--- config.mk ---
export PLATFORM = sky130hd
export DESIGN_NAME = sha2_msg_sched
export DESIGN_NICKNAME = d
export VERILOG_FILES = /design/src/rtl/sha2_msg_sched.sv
export SDC_FILE = /design/constraint.sdc
export NUM_CORES = 2
export LEC_CHECK = 0
export CORE_UTILIZATION = 52
export DETAILED_ROUTE_END_ITERATION = 7
export PLACE_DENSITY = 0.77
export REMOVE_ABC_BUFFERS = 1
export SKIP_LAST_GASP = 1
export SYNTH_ARGS = -nofsm -noshare
export SYNTH_HDL_FRONTEND = slang
export SYNTH_SLANG_ARGS = --single-unit
--- constraint.sdc ---
create_clock -name clk -period 4.49 [get_ports clk]
set_input_delay 0.6735 -clock clk [delete_from_list [all_inputs] [get_ports clk]]
set_output_delay 0.6735 -clock clk [all_outputs]
set_load 0.02 [all_outputs]
--- src/rtl/sha2_msg_sched.sv ---
// SHA-256/512 message schedule: loads a 16-word block and streams W[0..ROUNDS-1]; SHA2_MSG_SCHED_B2B_EN allows back-to-back blocks.
// Latency: W[0] is valid the cycle after the block handshake, then one word per accepted cycle.
// Backpressure: w_ready=0 freezes outputs and window; blk_ready is low while a block is running.
module sha2_msg_sched #(
  parameter int WORD_W = 32
) (
  input  logic                  clk,
  input  logic                  rst,
  input  logic                  blk_valid,
  output logic                  blk_ready,
  input  logic [16*WORD_W-1:0]  blk_data,
  output logic                  w_valid,
  input  logic                  w_ready,
  output logic [WORD_W-1:0]     w_data,
  output logic [6:0]            w_idx,
  output logic                  w_last,
  output logic                  busy
);

  localparam int ROUNDS = (WORD_W == 64) ? 80 : 64;

  generate
    if (WORD_W != 32 && WORD_W != 64) begin : g_bad_width
      $error("sha2_msg_sched: WORD_W must be 32 or 64");
    end
  endgenerate

  localparam logic [0:0] IDLE = 1'b0;
  localparam logic [0:0] RUN  = 1'b1;

  function automatic logic [WORD_W-1:0] rotr(input logic [WORD_W-1:0] x, input int n);
    return (x >> n) | (x << (WORD_W - n));
  endfunction

  function automatic logic [WORD_W-1:0] sig0(input logic [WORD_W-1:0] x);
    if (WORD_W == 64) return rotr(x, 1) ^ rotr(x, 8) ^ (x >> 7);
    else              return rotr(x, 7) ^ rotr(x, 18) ^ (x >> 3);
  endfunction

  function automatic logic [WORD_W-1:0] sig1(input logic [WORD_W-1:0] x);
    if (WORD_W == 64) return rotr(x, 19) ^ rotr(x, 61) ^ (x >> 6);
    else              return rotr(x, 17) ^ rotr(x, 19) ^ (x >> 10);
  endfunction

  logic [0:0]                 state;
  logic [6:0]                 idx;
  logic [15:0][WORD_W-1:0]    win;
  logic [WORD_W-1:0]          w_new;
  logic                       blk_hs;
  logic                       w_hs;

  assign w_valid = (state == RUN);
  assign busy    = (state == RUN);
  assign w_last  = (state == RUN) && (idx == 7'(ROUNDS - 1));
  assign w_data  = win[0];
  assign w_idx   = idx;

`ifdef SHA2_MSG_SCHED_B2B_EN
  assign blk_ready = (state == IDLE) || (w_last && w_ready);
`else
  assign blk_ready = (state == IDLE);
`endif

  assign blk_hs = blk_valid && blk_ready;
  assign w_hs   = w_valid && w_ready;
  assign w_new  = sig1(win[14]) + win[9] + sig0(win[1]) + win[0];

  // The window is not shifted on the last word so w_data keeps W[ROUNDS-1] in IDLE.
  always_ff @(posedge clk) begin
    if (rst) begin
      state <= IDLE;
      idx   <= '0;
      win   <= '0;
    end else if (blk_hs) begin
      for (int i = 0; i < 16; i++)
        win[i] <= blk_data[(16-i)*WORD_W-1 -: WORD_W];
      idx   <= '0;
      state <= RUN;
    end else if (w_hs) begin
      if (w_last) begin
        state <= IDLE;
      end else begin
        for (int i = 0; i < 15; i++)
          win[i] <= win[i+1];
        win[15] <= w_new;
        idx     <= idx + 7'd1;
      end
    end
  end

endmodule

==> results_dict.tcl <==
set metrics [dict create \
    avgSynthCellArea_um2 7.72 \
    drc_errors 0 \
    cp-end-kind "register" \
    slew_headroom 0.237 \
    synth_top_area_frac 0.390 \
    p_leak_nw 12.6 \
    rsz0062_at_grt "no" \
    clk_latency_ns 0.61 \
    worstPathRequired_ns 4.99 \
    fin_nets 4398 \
    cts_max_level 2 \
    ys_top_cells_by_count "nand2_1 (1003), nor2_1 (527), dfxtp_1 (520)" \
    ys_top_cells_by_area "dfxtp_1 (39%), a311oi_1 (16%), nand2_1 (14%)" \
    yosys_warnings 0 \
    row_count 82 \
    yosys.area.top_type "dfxtp_1" \
    cts_buffers 54 \
    p_total_mw 15.5 \
    clock_path_buffers 3 \
    wire_per_inst_um 20.2 \
    syn_inst 3459 \
    drv_slew 0 \
    min_path_cells 2 \
    r2r-end "win[510]" \
    criticalPathCategory "reg -> reg" \
    cap_violations 0 \
    grt_max_degree 216 \
    wl_um 90900 \
    fin_setup_tns_ns 0 \
    portBuffers 558 \
    clk_pin_slew_ns 0.06 \
    fillers 4315 \
    antenna_found_initial 10 \
    post_synth_num_cell_types 62 \
    power_density_nw_per_um2 455 \
    holdPathEnd "win[365]" \
    routed_via_density 5.71 \
    fin_util 0.678 \
    synth-edff-count 0 \
    worst_slew_pin_slew_ns 1.14 \
    hp-class "reg -> reg" \
    hpwlAfterDp_um 66000 \
    fin_ws_ns 0.221 \
    crit_fanout 5 \
    antenna_left 0 \
    grt_pass1_wl_um 138000 \
    irDropWorstVdd_uv 337 \
    drive_gt1_frac 0.0476 \
    track_usage 0.337 \
    async_reset_ff_frac 0 \
    routed-via-count 25700 \
    r2r-start "win[471]" \
    min_period_ns 4.27 \
    pre_cts_slack_ns 0.116 \
    fp.dieArea_um2 52200 \
    seq_area_frac_synth 0.390 \
    cp.arrival_ns 4.77 \
    r2r_slack_ns 0.22 \
    multiInputGateArea_um2 14300 \
    postLayoutCellArea_um2 34100 \
    post-route-period-util 0.951 \
    ctsRootBufferMaster "clkbuf_16" \
    area_growth_pct 27.9 \
    syn_area_um2 26700 \
    io_pins 559 \
    fin_cells 4500 \
    hold_violations 0 \
    worstRegToRegCells 14 \
    ctsHoldBuffers 0 \
    dpl_cell_area_um2 32400 \
    regArea_um2 10400 \
    synth.most_common_cell "nand2_1" \
    place_inst 4404 \
    setup_viol_count_final 0 \
    drt_iter0_drc 2254 \
    dr.pass1.iters 5 \
    min-delay-start "win[397]" \
    startpoint_type "register" \
    ys_dominant_reg_cell "dfxtp_1" \
    die_x_um 229 \
    fp.dieH_um 229 \
    cts_sinks 520 \
    status "finished clean" \
    max_clock_freq_ghz 0.234 \
    first_global_vias 24000 \
    core_area_um2 50400 \
    cts_tree "yes" \
    skew_ns 0.0184 \
    holdWs_ns 0.471 \
    grt_overflow_total 0 \
    synth-seq-cells 520 \
    start_util 0.530 \
    gp_congestion 0.981 \
]
[metal layers]
metal	up-vias	track usage	wire length, µm
met5	-	0	90
met4	12	0.135	3420
met3	184	0.0816	7150
met2	883	0.530	41300
met1	12200	0.444	39000
li1	12400	-	-
[report_power, final]
part / internal, mW / switching (mW)
clock: 2.61 / 1.90
sequential: 5.07 / 0.341
combinational: 2.37 / 3.25
[area by class of cell]
cell class / count / area share
Timing Repair Buffer: 634 / 0.186
Clock inverter: 13 / 0.00436
Sequential cell: 520 / 0.305
Multi-Input combinational cell: 2451 / 0.419
Antenna cell: 4 / 0.000293
Tap cell: 672 / 0.0246
Inverter: 127 / 0.0140
Clock buffer: 79 / 0.0465
[cells in the final DEF, fill, tap and decap left out, types with 4 or more instances in the layout]
cell type / n
xnor2_1: 90
clkbuf_16: 57
and3_1: 4
clkinv_2: 7
o21ai_0: 9
o21a_1: 5
nor3_1: 19
o21bai_1: 4
nor2b_1: 6
o21ai_1: 6
clkbuf_8: 8
a211oi_1: 8
inv_1: 127
clkbuf_1: 14
a22oi_1: 7
xor2_1: 59
buf_4: 61
fa_1: 62
a21oi_1: 37
a311oi_1: 485
dfxtp_1: 519
a221oi_1: 4
nand3_1: 6
a21o_1: 10
ha_1: 32
nor2_1: 527
nand4_1: 6
nand2_1: 1002
diode_2: 4
a2111oi_0: 5
clkdlybuf4s50_1: 557
o22ai_1: 6
buf_12: 15
[state kept, by name (all words and copies together), names as in the netlist]
signal	count
win	480
w_data	32
w_idx	7
busy	1
[worst max-delay path: stages (launching register included)]
cell and delay, ns:
dfxtp_1 0.50, xor2_1 0.25, xnor2_1 0.17, fa_1 0.46, fa_1 0.49, inv_1 0.04, ha_1 0.36, nand3_1 0.09
nor2_1 0.29, o211ai_2 0.15, a21oi_1 0.34, nor4_1 0.13, o31ai_1 0.38, xnor2_1 0.13, a2111oi_2 0.36
[worst max-delay path by stage]
stage | slack (ns) | end | start | cells past startpoint
2_1_floorplan | -16.23 | win[502] | busy | 5
3_3_place_gp | 0.17 | win[507] | win[473] | 14
3_5_place_dp | 0.12 | win[507] | win[473] | 14
4_1_cts | 0.08 | win[507] | win[473] | 14
5_1_grt | 0.03 | win[507] | win[475] | 14
6_report | 0.22 | win[510] | win[471] | 14
[kinds of logic after synthesis]
logic type | Yosys count | synth area share
mux | 2 | 0.000797
buf+inv | 488 | 0.0759
fa+ha+maj | 94 | 0.0615
flops | 520 | 0.390
simple gates | 1591 | 0.229
compound gates | 614 | 0.194
xor+xnor | 150 | 0.0492
[repair_timing]
action / in CTS / in global routing
resized for setup: 0 / 5
buffers inserted: 0 / 0
endpoints found under the setup margin: 0 / 5
Power figures use the tool's default switching activity.
